### config.mk
export PLATFORM = sky130hd
export DESIGN_NAME = trigger_handshake_flat
export DESIGN_NICKNAME = d
export VERILOG_FILES = /design/src/rtl/trigger_handshake_if.sv /design/src/rtl/trigger_handshake.sv /design/src/flat_wrapper.sv
export SDC_FILE = /design/constraint.sdc
export NUM_CORES = 1
export LEC_CHECK = 0
export CAP_MARGIN = 0
export CELL_PAD_IN_SITES_DETAIL_PLACEMENT = 0
export CELL_PAD_IN_SITES_GLOBAL_PLACEMENT = 2
export CORE_UTILIZATION = 39
export DETAILED_ROUTE_END_ITERATION = 10
export PLACE_DENSITY = 0.89
export SLEW_MARGIN = 15
export SYNTH_ARGS = -nofsm -noshare
export SYNTH_HDL_FRONTEND = slang
export SYNTH_SLANG_ARGS = --single-unit
### constraint.sdc
create_clock -name clk -period 4.76 [get_ports clk]
set_clock_uncertainty 0.15 [all_clocks]
set_input_delay 0.476 -clock clk [delete_from_list [all_inputs] [get_ports clk]]
set_output_delay 0.476 -clock clk [all_outputs]
set_load 0.005 [all_outputs]
### src/rtl/trigger_handshake_if.sv
// Trigger handshake port bundle: debounced input level, AVR req/ack pair and status.
// Latency: none, wires only.
// Backpressure: carried by the trig_out/avr_ack four-phase handshake.
interface trigger_handshake_if #(
  parameter int CNT_W = 8
);
  logic             input_in;
  logic             avr_ack;
  logic             trig_out;
  logic [CNT_W-1:0] event_count;
  logic [3:0]       pending;
  logic             timeout_err;

  // Trigger block side: samples the level and ack, drives request and status.
  modport master (
    input  input_in,
    input  avr_ack,
    output trig_out,
    output event_count,
    output pending,
    output timeout_err
  );

  // Environment / AVR side.
  modport slave (
    output input_in,
    output avr_ack,
    input  trig_out,
    input  event_count,
    input  pending,
    input  timeout_err
  );
endinterface

### src/rtl/trigger_handshake.sv
// Debounces an async level, counts rising edges, and issues one AVR trigger per event.
// Latency: trig_out rises DEB_CYCLES+2 edges after input_in is first sampled high (FSM idle).
// Backpressure: events queue in a saturating 4-bit pending count while a handshake is open.
module trigger_handshake #(
  parameter int DEB_CYCLES  = 4,
  parameter int ACK_TIMEOUT = 1000,
  parameter int CNT_W       = 8
) (
  input logic                clk,
  input logic                reset,
  trigger_handshake_if.master bus
);

  typedef enum logic [1:0] {
    IDLE     = 2'd0,
    REQ      = 2'd1,
    WAIT_REL = 2'd2
  } state_t;

  localparam logic [7:0]  DEB_LAST  = 8'(DEB_CYCLES - 1);
  localparam logic [15:0] TIMER_END = 16'(ACK_TIMEOUT - 1);
  localparam logic [3:0]  PEND_MAX  = 4'd15;

  logic             in_meta;
  logic             in_s;
  logic             ack_meta;
  logic             ack_s;
  logic             stable;
  logic [7:0]       deb_cnt;
  logic             deb_hit;
  logic             event_pulse;
  logic [CNT_W-1:0] event_count_q;
  logic [3:0]       pending_q;
  logic [15:0]      timer;
  logic             timeout_hit;
  state_t           state;
  state_t           state_nxt;
  logic             dequeue;
  logic             timer_clr;
  logic             err_set;
  logic             trig_q;
  logic             err_q;

  // Two-flop synchronizers: the only logic that looks at the raw pins.
  always_ff @(posedge clk) begin
    if (reset) begin
      in_meta  <= 1'b0;
      in_s     <= 1'b0;
      ack_meta <= 1'b0;
      ack_s    <= 1'b0;
    end else begin
      in_meta  <= bus.input_in;
      in_s     <= in_meta;
      ack_meta <= bus.avr_ack;
      ack_s    <= ack_meta;
    end
  end

  // A level change is accepted on the DEB_CYCLES-th consecutive differing sample.
  assign deb_hit     = (in_s != stable) && (deb_cnt == DEB_LAST);
  assign event_pulse = deb_hit && in_s;

  // Debounce counter and accepted stable level.
  always_ff @(posedge clk) begin
    if (reset) begin
      stable  <= 1'b0;
      deb_cnt <= 8'd0;
    end else if (in_s == stable) begin
      deb_cnt <= 8'd0;
    end else if (deb_hit) begin
      stable  <= in_s;
      deb_cnt <= 8'd0;
    end else begin
      deb_cnt <= deb_cnt + 8'd1;
    end
  end

  // Total accepted rising edges, wrapping naturally.
  always_ff @(posedge clk) begin
    if (reset) begin
      event_count_q <= '0;
    end else if (event_pulse) begin
      event_count_q <= event_count_q + 1'b1;
    end
  end

  // Pending queue depth: saturating increment, decrement on dequeue, both cancel.
  always_ff @(posedge clk) begin
    if (reset) begin
      pending_q <= 4'd0;
    end else begin
      case ({event_pulse, dequeue})
        2'b10:   if (pending_q != PEND_MAX) pending_q <= pending_q + 4'd1;
        2'b01:   pending_q <= pending_q - 4'd1;
        default: pending_q <= pending_q;
      endcase
    end
  end

  assign timeout_hit = (timer == TIMER_END);

  // FSM state register.
  always_ff @(posedge clk) begin
    if (reset) begin
      state <= IDLE;
    end else begin
      state <= state_nxt;
    end
  end

  // Next state: an ack transition always wins over a simultaneous timeout.
  always_comb begin
    state_nxt = state;
    case (state)
      IDLE:     if (pending_q != 4'd0) state_nxt = REQ;
      REQ:      if (ack_s) state_nxt = WAIT_REL;
                else if (timeout_hit) state_nxt = IDLE;
      WAIT_REL: if (!ack_s) state_nxt = IDLE;
                else if (timeout_hit) state_nxt = IDLE;
      default:  state_nxt = IDLE;
    endcase
  end

  // FSM outputs: dequeue on leaving IDLE, timer restart on any state change, error on timeout.
  always_comb begin
    dequeue   = (state == IDLE) && (pending_q != 4'd0);
    timer_clr = (state_nxt != state);
    err_set   = timeout_hit &&
                (((state == REQ) && !ack_s) || ((state == WAIT_REL) && ack_s));
  end

  // Handshake timer, counting only while a handshake is open.
  always_ff @(posedge clk) begin
    if (reset) begin
      timer <= 16'd0;
    end else if (timer_clr) begin
      timer <= 16'd0;
    end else if (state != IDLE) begin
      timer <= timer + 16'd1;
    end
  end

  // Registered trigger (glitch-free) and sticky timeout flag.
  always_ff @(posedge clk) begin
    if (reset) begin
      trig_q <= 1'b0;
      err_q  <= 1'b0;
    end else begin
      trig_q <= (state_nxt == REQ);
      if (err_set) err_q <= 1'b1;
    end
  end

  assign bus.trig_out    = trig_q;
  assign bus.event_count = event_count_q;
  assign bus.pending     = pending_q;
  assign bus.timeout_err = err_q;

endmodule

### src/flat_wrapper.sv
// flat-port wrapper written by rule: the top's interface ports become plain ports
module trigger_handshake_flat 
#(
  parameter int DEB_CYCLES  = 4,
  parameter int ACK_TIMEOUT = 1000,
  parameter int CNT_W       = 8
)
  (clk, reset, bus_input_in, bus_avr_ack, bus_trig_out, bus_event_count, bus_pending, bus_timeout_err);
  trigger_handshake_if #(.CNT_W(CNT_W)) bus_i ();
  input logic clk;
  input logic reset;
  input wire logic [$bits(bus_i.input_in)-1:0] bus_input_in;
  input wire logic [$bits(bus_i.avr_ack)-1:0] bus_avr_ack;
  output wire logic [$bits(bus_i.trig_out)-1:0] bus_trig_out;
  output wire logic [$bits(bus_i.event_count)-1:0] bus_event_count;
  output wire logic [$bits(bus_i.pending)-1:0] bus_pending;
  output wire logic [$bits(bus_i.timeout_err)-1:0] bus_timeout_err;
  assign bus_i.input_in = bus_input_in;
  assign bus_i.avr_ack = bus_avr_ack;
  assign bus_trig_out = bus_i.trig_out;
  assign bus_event_count = bus_i.event_count;
  assign bus_pending = bus_i.pending;
  assign bus_timeout_err = bus_i.timeout_err;
  trigger_handshake #(.DEB_CYCLES(DEB_CYCLES), .ACK_TIMEOUT(ACK_TIMEOUT), .CNT_W(CNT_W)) u_core (.clk(clk), .reset(reset), .bus(bus_i));
endmodule
After elaboration in Yosys (flattened, before gate mapping)
Index checks and enable logic that the tools add are counted.

Flip-flop bits (word level): 45. Word-level logic and storage cells: 53.

$add $sub $neg: 5. Equal/unequal tests: 12. Multiplexer cells: 7. Bitwise gates (word level): 1. Reductions and logical operators: 16.

Operators with widths (count): 16-bit by 1-bit adder with 16-bit output (second input constant) (1); 8-bit by 1-bit adder with 8-bit output (second input constant) (2); 16-bit by 10-bit == test with 1-bit output (second input constant) (1); 8-bit by 2-bit == test with 1-bit output (second input constant) (1); 2-bit 2-to-1 mux (4); 4-bit one-hot mux with 2 select lines (1); 2-bit by 1-bit == test with 1-bit output (second input constant) (3); 1-bit logical AND (6); 2-bit one-hot mux with 3 select lines (1); 4-bit by 1-bit adder with 4-bit output (second input constant) (1); 2-bit == test (second input constant) (2); 4-bit 2-to-1 mux (1); 4-bit inequality test (second input constant) (1); 2-bit AND reduction (2); 2-bit nonzero test (2); 4-bit nonzero test (1); 4-bit by 1-bit subtractor with 4-bit output (second input constant) (1); 3-bit OR reduction (1); 2-bit zero test (1); 2-bit by 1-bit inequality test with 1-bit output (second input constant) (1); 2-bit inequality test (1); 2-bit OR reduction (1); 1-bit == test (1); 1-bit zero test (1); 3 further kinds (3).

Longest topological paths before layout
Gate-level depths: netlist (run 1).

Word-level depth: 6. Depth in mapped cells: 10. Mapped depth without buffers: 10.

Worst setup path before layout (run 1)
Ideal clock, no wire load.

Kind: register to register. Start: register u_core.deb_cnt[0]. End: register u_core.pending_q[3] (netlist: u_core.bus.pending[3]). Setup time: 0.064 ns. Data arrival time: 2.202 ns. Required time: 4.546 ns. Setup slack: 2.344 ns. Stages on the path, launching flop included: 11. Buffers on the path: 0. Cell sequence: dfxtp_1 > ha_1 > nor4b_4 > nand3_1 > nand2_1 > inv_1 > ha_1 > a21o_1 > a21o_1 > a211o_1 > nand4_1.

Word-level cells in the longest chain between the ends: 6. Elaborated cells between the ends (all ways): 9. Classes of those cells: eq/ne: 4; mux: 1; reduce/logical: 4.

Ends and longest elaborated chain: from (decl) (RTL line trigger_handshake.sv:29) `logic [7:0] deb_cnt;`; from (signal assigned) (RTL line trigger_handshake.sv:74) `deb_cnt <= deb_cnt + 8'd1;`; 8-bit by 2-bit == test with 1-bit output * (RTL line trigger_handshake.sv:60) `assign deb_hit = (in_s != stable) && (deb_cnt == DEB_LAST);`; 1-bit logical AND * (RTL line trigger_handshake.sv:60); 1-bit logical AND * (RTL line trigger_handshake.sv:61) `assign event_pulse = deb_hit && in_s;`; 2-bit == test or 2-bit by 1-bit == test with 1-bit output (tied branches) (RTL line trigger_handshake.sv:92) `case ({event_pulse, dequeue})`; 2-bit by 1-bit inequality test with 1-bit output (no line) or 2-bit nonzero test (tied branches); 2-bit AND reduction (no line); to (signal assigned) (RTL line trigger_handshake.sv:93) `2'b10: if (pending_q != PEND_MAX) pending_q <= pending_q + 4'd1;`; to (signal assigned) (RTL line trigger_handshake.sv:94) `2'b01: pending_q <= pending_q - 4'd1;`; to (signal assigned) (RTL line trigger_handshake.sv:95) `default: pending_q <= pending_q;`; to (decl) (RTL line trigger_handshake.sv:33) `logic [3:0] pending_q;`.

Mark *: on every way between the ends. The rest lies on a longest branch, timed or not. A chain may end at the register's enable or synchronous reset.

Worst setup path in the final report (run 1)
Same ends and word-level chain as after synthesis.

==> results.md, run 1 <==
- Initial antenna violation count: 0
- Total Die Area: around 6100 sq um
- NumNets Final: 270
- Worst Path Class, Setup: register to register
- Dpl cell area: about 2500 sq um
- Vias in the first global route: between 1.5k and 2k
- Clk sink count: 45
- CTS buffer count: 5
- FF-to-FF path depth: 10
- Worst R2R Start: u_core.deb_cnt[0]$_SDFF_PP0_
- Htree depth: 2
- CTS Hold Bufs: 0
- Largest net degree at the start of global routing: 29
- Global route overflow: 0
- P per Cell Area: between 300 and 400 nW/um^2
- Ys async rst share: 0%
- Post-synth EDFFs: 0
- Gr usage total: between 10% and 20%
- Fin area: between 2000 and 3000 sq um
- CTS tree: done
- Largest cells by area after synthesis: dfxtp_1 (40%), nor2_1 (6.0%), xnor2_1 (4.7%), xor2_1 (4.7%), ha_1 (2.8%)
- Final setup violation count: 0
- Critical Path Fanout Max: 6
- Starting Density: 40.5%
- Syn_nets: 253
- Fillcell total: 600
- Port Buf Inserts: 17
- Peak Freq: about 380 MHz
- Top Ports: 18
- Area leader, netlist: dfxtp_1
- Clk slew on worst S/H paths: approximately 90 ps
- Wirelength per Cell: around 12 microns
- Layout cells sized above 1: roughly 12%
- Via-to-Cell Ratio: 5.05
- Global-route wire length before repair: roughly 7.1 mm
- Hold Path Depth: 1
- Max clock buf depth: 2
- Period utilization: 56.0%
- Final core utilization: 46.1%
- PostCTS Resize Cnt: 0
- Final period demand of the worst path: 2660 ps
- Peak VDD IR: roughly 0.00021 V
- Tightest Pin Transition: 1070 ps
- Clk Latency, worst-skew pair: 290 ps
- CP Launch Type: register
- R2R setup slack: between 2000 and 2500 ps
- First-pass DRT Iterations: 4
- Min-Delay Endpoint: u_core.in_s$_SDFF_PP0_
- Die Width: roughly 78 microns
- Rel. slew slack: between 20% and 30%
- Root Buffer: clkbuf_8
- Routed WL: slightly above 4 mm
- Worst hold path type: register to register
- ANT cells: 0
- Global placement routability congestion: ~0.76
- Total power: 0.964 mW
- Area grow syn2layout: 13.8%
- Top_reg_cell synth: dfxtp_1
- Synth Cell Area: 2240 sq um
- DRT iter0 DRCs: between 60 and 70
- Status: finished clean
- Syn Inst Count: around 240
- DRC Markers: 0
- Max-slew violation count: 0
- CP required: 4850 ps
- Sequential area share after synthesis: between 40% and 50%
- Post-synthesis area per instance: between 9 and 10 sq um
- Core area: roughly 5500 sq um
- Critical Path Sink Type: register
- Worst R2R End: u_core.bus.pending[3]$_SDFFE_PP0P_
- Max cap viols: 0
- Setup TNS: 0 ps
- Postcts setup bufs: 0
- Hold path start: u_core.in_meta$_SDFF_PP0_
- Final Hold Vio Count: 0
- Most numerous cell in the Yosys netlist: dfxtp_1
- Die height: 77.9 microns
- Top cells by count, synth: dfxtp_1 (45), nor2_1 (36), nand2_1 (13)
- DPL Wire Length: 2.86 mm
- Distinct cells, synth: 49
- Routed vias: around 1.7k
- Antenna viol nets, final: 0
- Unrepaired setup endpoints after global routing: no
- Synth Warn #: 0
- Synth top area share: roughly two fifths
- Yosys reg bits: 45
- Leak: approximately 0.89 nW
- Site row count: 27
- Crit path DAT: 2750 ps
worst max-delay path: stages, from the launching register on:
cell	delay [ps]
dfxtp_1	390
ha_1	250
nor4b_4	330
nand3_1	260
nand2_1	180
inv_1	70
ha_1	260
a21o_1	180
a21o_1	190
a211o_1	260
nand4_1	80
where the power goes:
group	internal (mW)	switching (mW)	leakage [nW]
registers	0.400	0.0315	0.365
clock network	0.118	0.129	0.0512
logic	0.142	0.144	0.478
stage by stage:
step / cells / hold slack [ps] / worst slack [ps]
after floorplan: 243 / 264 / 2340
after global placement: 325 / 274 / 2130
after detailed placement: 325 / 276 / 2090
after CTS: 333 / 297 / 2070
after global routing: 333 / 321 / 1920
final: 333 / 294 / 2100
per-layer routing:
metal	track usage (%)	share of wire, %	vias up
met5	0	0	-
met4	4.53	1.2	0
met3	3.65	3.2	7
met2	24.2	45	21
met1	18.9	51	772
li1	-	-	881
logic make-up after synthesis:
group           after synthesis  synth area share [%]
mux                           6                  3.96
flops                        45                  40.1
compound gates               32                  10.7
simple gates                114                  28.4
buf+inv                      16                  3.73
fa+ha+maj                     6                  3.68
xor+xnor                     24                  9.36
flip-flops by register name (all words and copies together), names as in the netlist:
signal,cells
u_core.ack_meta,1
u_core.ack_s,1
u_core.bus.event_count,8
u_core.bus.pending,4
u_core.bus.timeout_err,1
u_core.bus.trig_out,1
u_core.deb_cnt,8
u_core.in_meta,1
u_core.in_s,1
u_core.stable,1
u_core.state,2
u_core.timer,16
worst max-delay path by stage:
| stage | to | cells after the start | start | slack, ps |
|---|---|---|---|---|
| 2_1_floorplan | u_core.bus.pending[3]$_SDFFE_PP0P_ | 10 | u_core.deb_cnt[0]$_SDFF_PP0_ | 2340 |
| 3_3_place_gp | u_core.bus.pending[3]$_SDFFE_PP0P_ | 10 | u_core.deb_cnt[0]$_SDFF_PP0_ | 2130 |
| 3_5_place_dp | u_core.bus.pending[3]$_SDFFE_PP0P_ | 10 | u_core.deb_cnt[0]$_SDFF_PP0_ | 2090 |
| 4_1_cts | u_core.bus.pending[3]$_SDFFE_PP0P_ | 10 | u_core.deb_cnt[0]$_SDFF_PP0_ | 2070 |
| 5_1_grt | u_core.bus.pending[3]$_SDFFE_PP0P_ | 10 | u_core.deb_cnt[0]$_SDFF_PP0_ | 1920 |
| 6_report | u_core.bus.pending[3]$_SDFFE_PP0P_ | 10 | u_core.deb_cnt[0]$_SDFF_PP0_ | 2100 |
layout make-up:
class	count	area [sq um]	area share (%)
clock buffers	6	82.6	3.23
clock inverters	2	13.8	0.539
inverters	8	30.0	1.18
multi-input cells	182	1260	49.3
flip-flops and latches	45	901	35.3
well taps	72	90.1	3.53
repair buffers	18	178	6.95
cells in the final DEF, fill, tap and decap left out, drive strengths merged, types with 3 or more instances in the layout:
| cell | n |
|---|---|
| dfxtp | 45 |
| nor2 | 37 |
| clkdlybuf4s50 | 17 |
| a21oi | 14 |
| nand2 | 13 |
| xnor2 | 12 |
| xor2 | 12 |
| nand3 | 11 |
| inv | 8 |
| nand4 | 8 |
| nor4 | 8 |
| nor2b | 7 |
| and3 | 7 |
| or3 | 7 |
| o21ai | 6 |
| clkbuf | 6 |
| ha | 5 |
| mux2 | 4 |
| nand2b | 3 |
| nor3 | 3 |
Note: power is estimated with default switching activity, not from simulation.
==> run 2, diff against run 1 <==
--- a/config.mk
+++ b/config.mk
@@ -8,9 +8,9 @@
 export CAP_MARGIN = 0
 export CELL_PAD_IN_SITES_DETAIL_PLACEMENT = 0
 export CELL_PAD_IN_SITES_GLOBAL_PLACEMENT = 2
-export CORE_UTILIZATION = 39
+export CORE_UTILIZATION = 32
 export DETAILED_ROUTE_END_ITERATION = 10
-export PLACE_DENSITY = 0.89
+export PLACE_DENSITY = 0.79
 export SLEW_MARGIN = 15
 export SYNTH_ARGS = -nofsm -noshare
 export SYNTH_HDL_FRONTEND = slang
==> constraint.sdc (replaced) <==
create_clock -name clk -period 2.2 [get_ports clk]
set_clock_uncertainty 0.15 [all_clocks]
set_input_delay 0.22 -clock clk [delete_from_list [all_inputs] [get_ports clk]]
set_output_delay 0.22 -clock clk [all_outputs]
set_load 0.005 [all_outputs]
==> run 2 against run 1 <==
Effect of this change: power rose to 2.6 times the previous value; first-iteration DRC count grew 44%; critical endpoint unchanged; largest power group is now combinational logic; clock power rose to 3.0 times the previous value; largest cell class unchanged; worst setup slack lost 2100 ps; global-route usage down 1.8 points; worst hold slack lost 2.6 ps; via count is 5.4% higher; die area increased by 21%; clock-buffer cell count decreased by 1; sequential power is 110% higher.
==> results.md, run 2 (synthesis gave the netlist of run 1 again) <==
- Via-to-Cell Ratio: 4.65 (was 5.05)
- Tightest Pin Transition: 379 ps (was 1070 ps)
- Critical Path Fanout Max: 2 (was 6)
- Htree depth: 2 (unchanged)
- Reg area: 903 sq um (was 901 sq um)
- Worst Path Class, Setup: register to register (unchanged)
- Fillcell total: 690 (was 600)
- Crit-path slowest cell: or4_4 (was dfxtp_1)
- Clock Power Share: 29.1% (was 25.6%)
- Hold Path Depth: 1 (unchanged)
- FF-to-FF path depth: 9 (was 10)
- Crit path largest cell delay: 530 ps (was 390 ps)
- Finished Layout Cells: 381 (was 333)
- Routed vias: 1,771 (was 1,681)
- Crit path cell chain: or4_4 -> and2_4 -> nand2_4 -> inv_4 -> ha_4 -> a21o_1 -> a21o_1 -> a211o_1 -> nand4_1 (was ha_1 -> nor4b_4 -> nand3_1 -> nand2_1 -> inv_1 -> ha_1 -> a21o_1 -> a21o_1 -> a211o_1 -> nand4_1)
- Initial antenna violation count: 0 (unchanged)
- Setup slack at placement: 11.2 ps (was 2090 ps)
- DPL Wire Length: 3.32 mm (was 2.86 mm)
- Period utilization: 99.9% (was 56.0%)
- Seq pwr share: 35.4% (was 44.7%)
- Peak Freq: 455 MHz (was 375 MHz)
- Routed WL: 4.51 mm (was 4.04 mm)
- Setup TNS: 0 ps (unchanged)
- Most common cell after layout, fill and taps aside: dfxtp_1 (unchanged)
- Global route hottest layer: met2 (unchanged)
- Die height: 85.8 microns (was 77.9 microns)
- Port Buf Inserts: 17 (unchanged)
- Status: finished clean (unchanged)
- First-pass DRT Iterations: 6 (was 4)
- CP Launch Type: register (unchanged)
- CP required: 2290 ps (was 4850 ps)
- Gate power share: 35.5% (was 29.7%)
- Max-slew violation count: 0 (unchanged)
- Area grow syn2layout: 27.2% (was 13.8%)
- Starting Density: 33.0% (was 40.5%)
- Top delay family on crit path: simple AND/OR/NAND/NOR gates (unchanged)
- Die Width: 85.8 microns (was 77.9 microns)
- Internal Pwr Total: 1.78 mW (was 0.659 mW)
- CTS Hold Bufs: 0 (unchanged)
- P per Cell Area: 886 nW/um^2 (was 377 nW/um^2)
- Crit path buf inv count: 1 (unchanged)
- Final period demand of the worst path: 2200 ps (was 2660 ps)
- Clk slew on worst S/H paths: 90 ps (about the same)
- Multi-input logic area: 1310 sq um (was 1260 sq um)
- Met3 GRT Util: 2.69% (was 3.65%)
- Most frequent cells in the layout: dfxtp_1 (43), nor2_1 (35), buf_4 (25) (was dfxtp_1 (45), nor2_1 (36), clkdlybuf4s50_1 (17))
- Top Ports: 18 (unchanged)
- Final Hold Vio Count: 0 (unchanged)
- Antenna viol nets, final: 0 (unchanged)
- Max cap viols: 0 (unchanged)
- Root Buffer: clkbuf_8 (unchanged)
- Gr usage total: 13.0% (was 14.7%)
- Clk Latency, worst-skew pair: 300 ps (was 290 ps)
- Critical Path Sink Type: register (unchanged)
- CTS buffer count: 5 (unchanged)
- Vias in the first global route: 1,691 (was 1,594)
- ANT cells: 0 (unchanged)
- Global placement routability congestion: 0.779 (was 0.764)
- DRT iter0 DRCs: 95 (was 66)
- Fin area: 2860 sq um (was 2550 sq um)
- Critical path depth in cells: 9 (was 10)
- Worst hold path type: register to register (unchanged)
- Global-route wire length before repair: 7.69 mm (was 7.15 mm)
- Global route overflow: 0 (unchanged)
- Unrepaired setup endpoints after global routing: yes (was no)
- Grt met2 use: 22.5% (was 24.2%)
- Max clock buf depth: 2 (unchanged)
- Peak VDD IR: 0.000517 V (was 0.000210 V)
- NumNets Final: 294 (was 270)
- Dpl cell area: 2680 sq um (was 2460 sq um)
- Site row count: 30 (was 27)
- CTS tree: done (unchanged)
- Total power: 2.53 mW (was 0.964 mW)
- Layout cells sized above 1: 23.5% (was 12.3%)
- Rel. slew slack: 74.6% (was 28.1%)
- Wirelength per Cell: 11.8 microns (was 12.1 microns)
- Met1 Resource Use GR: 16.1% (was 18.9%)
- Leak: 1.02 nW (was 0.894 nW)
- Final setup violation count: 0 (unchanged)
- DRC Markers: 0 (unchanged)
- Dpl cells: 371 (was 325)
- CP dominant cell by count: a21o_1
- Core area: 6790 sq um (was 5540 sq um)
- Crit path DAT: 2290 ps (was 2750 ps)
- NetSw: 0.746 mW (was 0.305 mW)
- Net Sw Frac: 29.5% (was 31.6%)
- Setup ws final: 1.20 ps (was 2100 ps)
- Clk sink count: 45 (unchanged)
- Top reg by flops: u_core.timer (unchanged)
- Largest net degree at the start of global routing: 15 (was 29)
- Total Die Area: 7350 sq um (was 6060 sq um)
- Max reg flops: 16 (unchanged)
run 2: routing by layer:
metal	routed length [microns]	part of all wire, %	vias up
met2	2160	48	19
met5	0	0	-
met3	111	2.5	6
met4	57	1.3	0
met1	2180	48	819
li1	-	-	927
run 2: final cells by class:
type,count,share of cell area (%)
repair buffers,42,12.5
well taps,96,4.21
multi-input cells,182,45.8
flip-flops and latches,45,31.6
clock buffers,5,2.41
clock inverters,3,2.28
inverters,8,1.14
run 2: path summary, 6_finish.rpt:
check                                                   startpoint                                  to  slack [ps]
worst min-delay path                     u_core.in_meta$_SDFF_PP0_              u_core.in_s$_SDFF_PP0_         290
worst max register to register  u_core.bus.pending[3]$_SDFFE_PP0P_  u_core.bus.pending[3]$_SDFFE_PP0P_           1
worst min register to register           u_core.in_meta$_SDFF_PP0_              u_core.in_s$_SDFF_PP0_         290
worst max-delay path            u_core.bus.pending[3]$_SDFFE_PP0P_  u_core.bus.pending[3]$_SDFFE_PP0P_           1
run 2: metrics by stage:
step	utilization (%)	hold slack (ps)
after floorplan	-	198
after global placement	39.4	272
after detailed placement	39.4	270
after CTS	41.7	293
after global routing	42.0	314
final	42.0	292
run 2: power by group through the flow:
stage | Sequential [mW] | Combinational [mW] | Clock (mW)
6_report | 0.895 | 0.898 | 0.736
5_1_grt | 0.900 | 0.977 | 0.789
3_5_place_dp | 0.914 | 0.822 | 0
3_3_place_gp | 0.915 | 0.809 | 0
2_1_floorplan | 0.926 | 0.539 | 0
4_1_cts | 0.895 | 0.859 | 0.762
run 2: what timing repair did:
action | CTS | global route
resized for setup | 2 | 4
setup buffers | 0 | 2
endpoints found under the setup margin | 2 | 4
pin swaps | 1 | 2
==> run 3, diff against run 2 <==
--- a/config.mk
+++ b/config.mk
@@ -5,10 +5,11 @@
 export SDC_FILE = /design/constraint.sdc
 export NUM_CORES = 1
 export LEC_CHECK = 0
+export ABC_AREA = 1
 export CAP_MARGIN = 0
 export CELL_PAD_IN_SITES_DETAIL_PLACEMENT = 0
 export CELL_PAD_IN_SITES_GLOBAL_PLACEMENT = 2
-export CORE_UTILIZATION = 32
+export CORE_UTILIZATION = 29
 export DETAILED_ROUTE_END_ITERATION = 10
 export PLACE_DENSITY = 0.79
 export SLEW_MARGIN = 15
==> run 3 against run 2 <==
Effect of this change: worst hold slack worse by 31 ps; non-clock buffer count fell by 12; first-iteration DRC count fell by 34%; critical path type unchanged.
==> results.md, run 3 <==
- CP required: 2250 ps (was 2290 ps)
- Htree depth: 2 (unchanged)
- Max cap viols: 0 (unchanged)
- ANT cells: 0 (unchanged)
- Syn Inst Count: 318 (was 243)
- Post-synth EDFFs: 0 (unchanged)
- Global route overflow: 0 (unchanged)
- Crit path DAT: 2100 ps (was 2290 ps)
- CP dominant cell by count: nor2_1 (was a21o_1)
- DPL Wire Length: 3.55 mm (was 3.32 mm)
- Total power: 2.30 mW (was 2.53 mW)
- Peak VDD IR: 0.000497 V (was 0.000517 V)
- Reg area: 903 sq um (unchanged)
- First-pass DRT Iterations: 4 (was 6)
- Multi-input logic area: 1170 sq um (was 1310 sq um)
- Worst Path Class, Setup: register to register (unchanged)
- Initial antenna violation count: 0 (unchanged)
- CTS buffer count: 5 (unchanged)
- Global-route wire length before repair: 8.80 mm (was 7.69 mm)
- CTS tree: done (unchanged)
- Min-Delay Endpoint: u_core.ack_s$_SDFF_PP0_ (was u_core.in_s$_SDFF_PP0_)
- Top delay family on crit path: simple AND/OR/NAND/NOR gates (unchanged)
- Total Die Area: 8110 sq um (was 7350 sq um)
- FF-to-FF path depth: 13 (was 9)
- Distinct cells, synth: 31 (was 49)
- Core area: 7370 sq um (was 6790 sq um)
- Worst R2R Start: u_core.deb_cnt[0]$_SDFF_PP0_ (was u_core.bus.pending[3]$_SDFFE_PP0P_)
- Via-to-Cell Ratio: 4.33 (was 4.65)
- Grt met2 use: 21.3% (was 22.5%)
- Clk Latency, worst-skew pair: 300 ps (about the same)
- Yosys reg bits: 45 (unchanged)
- Post-synthesis area per instance: 7.07 sq um (was 9.24 sq um)
- Max reg flops: 16 (unchanged)
- Vias in the first global route: 1,952 (was 1,691)
- Antenna viol nets, final: 0 (unchanged)
- Area leader, netlist: dfxtp_1 (unchanged)
- Synth Cell Area: 2250 sq um (was 2240 sq um)
- Sequential area share after synthesis: 40.0% (was 40.1%)
- CTS Hold Bufs: 0 (unchanged)
- Root Buffer: clkbuf_8 (unchanged)
- Crit-path slowest cell: dfxtp_2 (was or4_4)
- NumNets Final: 362 (was 294)
- Status: finished clean (unchanged)
- Routed WL: 4.82 mm (was 4.51 mm)
- Final setup violation count: 0 (unchanged)
- Worst hold path type: register to register (unchanged)
- Ys async rst share: 0% (unchanged)
- Area grow syn2layout: 21.5% (was 27.2%)
- Final Hold Vio Count: 0 (unchanged)
- R2R setup slack: 150 ps (was 1 ps)
- DRC Markers: 0 (unchanged)
- Met1 Resource Use GR: 16.9% (was 16.1%)
- Largest cells by area after synthesis: dfxtp_1 (40%), nor2_1 (11%), nand2_1 (10%), inv_1 (7.2%), nand3_1 (5.3%) (was dfxtp_1 (40%), nor2_1 (6.0%), xnor2_1 (4.7%), xor2_1 (4.7%), ha_1 (2.8%))
- Hold Path Depth: 2 (was 1)
- Synth Warn #: 0 (unchanged)
- Crit path largest cell delay: 340 ps (was 530 ps)
- Wirelength per Cell: 10.7 microns (was 11.8 microns)
- Max-slew violation count: 0 (unchanged)
- P per Cell Area: 841 nW/um^2 (was 886 nW/um^2)
- Most common cell after layout, fill and taps aside: nor2_1 (was dfxtp_1)
- Most numerous cell in the Yosys netlist: nor2_1 (was dfxtp_1)
- Unrepaired setup endpoints after global routing: no (was yes)
- Clk slew on worst S/H paths: 90 ps (about the same)
- Tightest Pin Transition: 335 ps (was 379 ps)
- Die height: 90.1 microns (was 85.8 microns)
- Hold path start: u_core.ack_meta$_SDFF_PP0_ (was u_core.in_meta$_SDFF_PP0_)
- Port Buf Inserts: 17 (unchanged)
- Setup TNS: 0 ps (unchanged)
- Fillcell total: 823 (was 690)
- Global route hottest layer: met2 (unchanged)
- Leak: 1.04 nW (was 1.02 nW)
- Layout cells sized above 1: 11.3% (was 23.5%)
- Top Ports: 18 (unchanged)
- Synth top area share: 40.0% (was 40.1%)
- Final period demand of the worst path: 2050 ps (was 2200 ps)
- Peak Freq: 488 MHz (was 455 MHz)
- Final core utilization: 37.1% (was 42.0%)
- DRT iter0 DRCs: 63 (was 95)
- Crit path buf inv count: 1 (unchanged)
- Clk sink count: 45 (unchanged)
- Global placement routability congestion: 0.735 (was 0.779)
- Critical Path Sink Type: register (unchanged)
- Routed vias: 1,956 (was 1,771)
- Syn_nets: 328 (was 253)
- CP Launch Type: register (unchanged)
- Most frequent cells in the layout: nor2_1 (64), nand2_1 (61), inv_1 (43), dfxtp_1 (43), nand3_1 (23) (was dfxtp_1 (43), nor2_1 (35), buf_4 (25))
- Starting Density: 30.5% (was 33.0%)
- Met3 GRT Util: 2.88% (was 2.69%)
- Top cells by count, synth: nor2_1 (65), nand2_1 (61), dfxtp_1 (45) (was dfxtp_1 (45), nor2_1 (36), nand2_1 (13))
- Period utilization: 93.1% (was 99.9%)
- Die Width: 90.1 microns (was 85.8 microns)
- Critical Path Fanout Max: 3 (was 2)
- Worst R2R End: u_core.bus.pending[3]$_SDFFE_PP0P_ (unchanged)
- Site row count: 31 (was 30)
- Rel. slew slack: 77.6% (was 74.6%)
- Top_reg_cell synth: dfxtp_1 (unchanged)
- Gr usage total: 13.1% (was 13.0%)
- Top reg by flops: u_core.timer (unchanged)
- Largest net degree at the start of global routing: 17 (was 15)
- Max clock buf depth: 2 (unchanged)
- Crit path cell chain: ha_2 -> nand3_1 -> nor2_2 -> nand3_2 -> nand2_1 -> inv_1 -> ha_1 -> nand2_1 -> nor2_1 -> nor2_1 -> nand3_1 -> a21oi_2 -> nor2_1 (was or4_4 -> and2_4 -> nand2_4 -> inv_4 -> ha_4 -> a21o_1 -> a21o_1 -> a211o_1 -> nand4_1)
==> run 3: cell types whose count changed in the layout (fill, tap and decap cells not counted), moves of 7 or more <==
cell and change:
buf_4 -12, inv_1 +36, nand2_1 +49, nand3_1 +13, nor2_1 +29, nor2b_1 -7
xnor2_1 -7
==> run 3: report_power, final <==
group          total [mW]  switching (mW)  internal [mW]
Combinational       0.857           0.479          0.378
Clock               0.521           0.297          0.224
Sequential          0.921          0.0458          0.875
Total                2.30           0.822           1.48
==> run 3: logic make-up after synthesis <==
kind of cell,after synthesis,synth area share [%]
muxes,1,0.445
adders and majority gates,6,3.67
buffers and inverters,50,9.01
DFF,45,40.0
and+or+nand+nor,174,33.9
AOI/OAI and AO/OA,26,6.67
xor gates and xnor gates,16,6.23
==> run 3: worst max path at each step <==
stage | start | to | slack, ps | cells after the start
finish | u_core.deb_cnt[0]$_SDFF_PP0_ | u_core.bus.pending[3]$_SDFFE_PP0P_ | 150 | 13
floorplan | u_core.deb_cnt[0]$_SDFF_PP0_ | u_core.bus.pending[3]$_SDFFE_PP0P_ | 70 | 13
global placement | u_core.deb_cnt[0]$_SDFF_PP0_ | u_core.bus.pending[3]$_SDFFE_PP0P_ | 120 | 13
global route | u_core.deb_cnt[0]$_SDFF_PP0_ | u_core.bus.pending[3]$_SDFFE_PP0P_ | 10 | 14
CTS | u_core.deb_cnt[0]$_SDFF_PP0_ | u_core.bus.pending[3]$_SDFFE_PP0P_ | 40 | 13
detailed placement | u_core.deb_cnt[0]$_SDFF_PP0_ | u_core.bus.pending[3]$_SDFFE_PP0P_ | 50 | 13
==> run 3: stage by stage <==
| stage | hold WS [ps] | cells | cell area (sq um) | worst slack, ps |
|---|---|---|---|---|
| 2_1_floorplan | 139 | 318 | 2250 | 72.1 |
| 3_3_place_gp | 258 | 443 | 2610 | 120 |
| 3_5_place_dp | 251 | 443 | 2610 | 48.3 |
| 4_1_cts | 264 | 451 | 2700 | 35.7 |
| 5_1_grt | 289 | 452 | 2730 | 10.3 |
| 6_report | 261 | 452 | 2730 | 152 |
==> run 3: final cells by class <==
cell class / instances / area share, %
Clock buffer: 6 / 2.65
Clock inverter: 2 / 0.549
Inverter: 47 / 6.54
Multi-Input combinational cell: 223 / 42.9
Sequential cell: 45 / 33.0
Tap cell: 99 / 4.53
Timing Repair Buffer: 30 / 9.79
==> run 3: timing repair <==
action                                  CTS  global route
buffers inserted                          0             1
endpoints found under the setup margin    0             1
resized for setup                         0             7
==> run 3: worst reg2reg max path: stages (launching register included) <==
cell	delay, ps
dfxtp_2	340
ha_2	180
nand3_1	90
nor2_2	110
nand3_2	80
nand2_1	90
inv_1	90
ha_1	280
nand2_1	60
nor2_1	30
nor2_1	130
nand3_1	130
a21oi_2	150
nor2_1	50
==> run 3: layer usage <==
layer	wire length, microns	vias to the layer above
met4	59	0
met2	2100	27
met1	2500	865
met5	0	-
li1	-	1059
met3	160	5
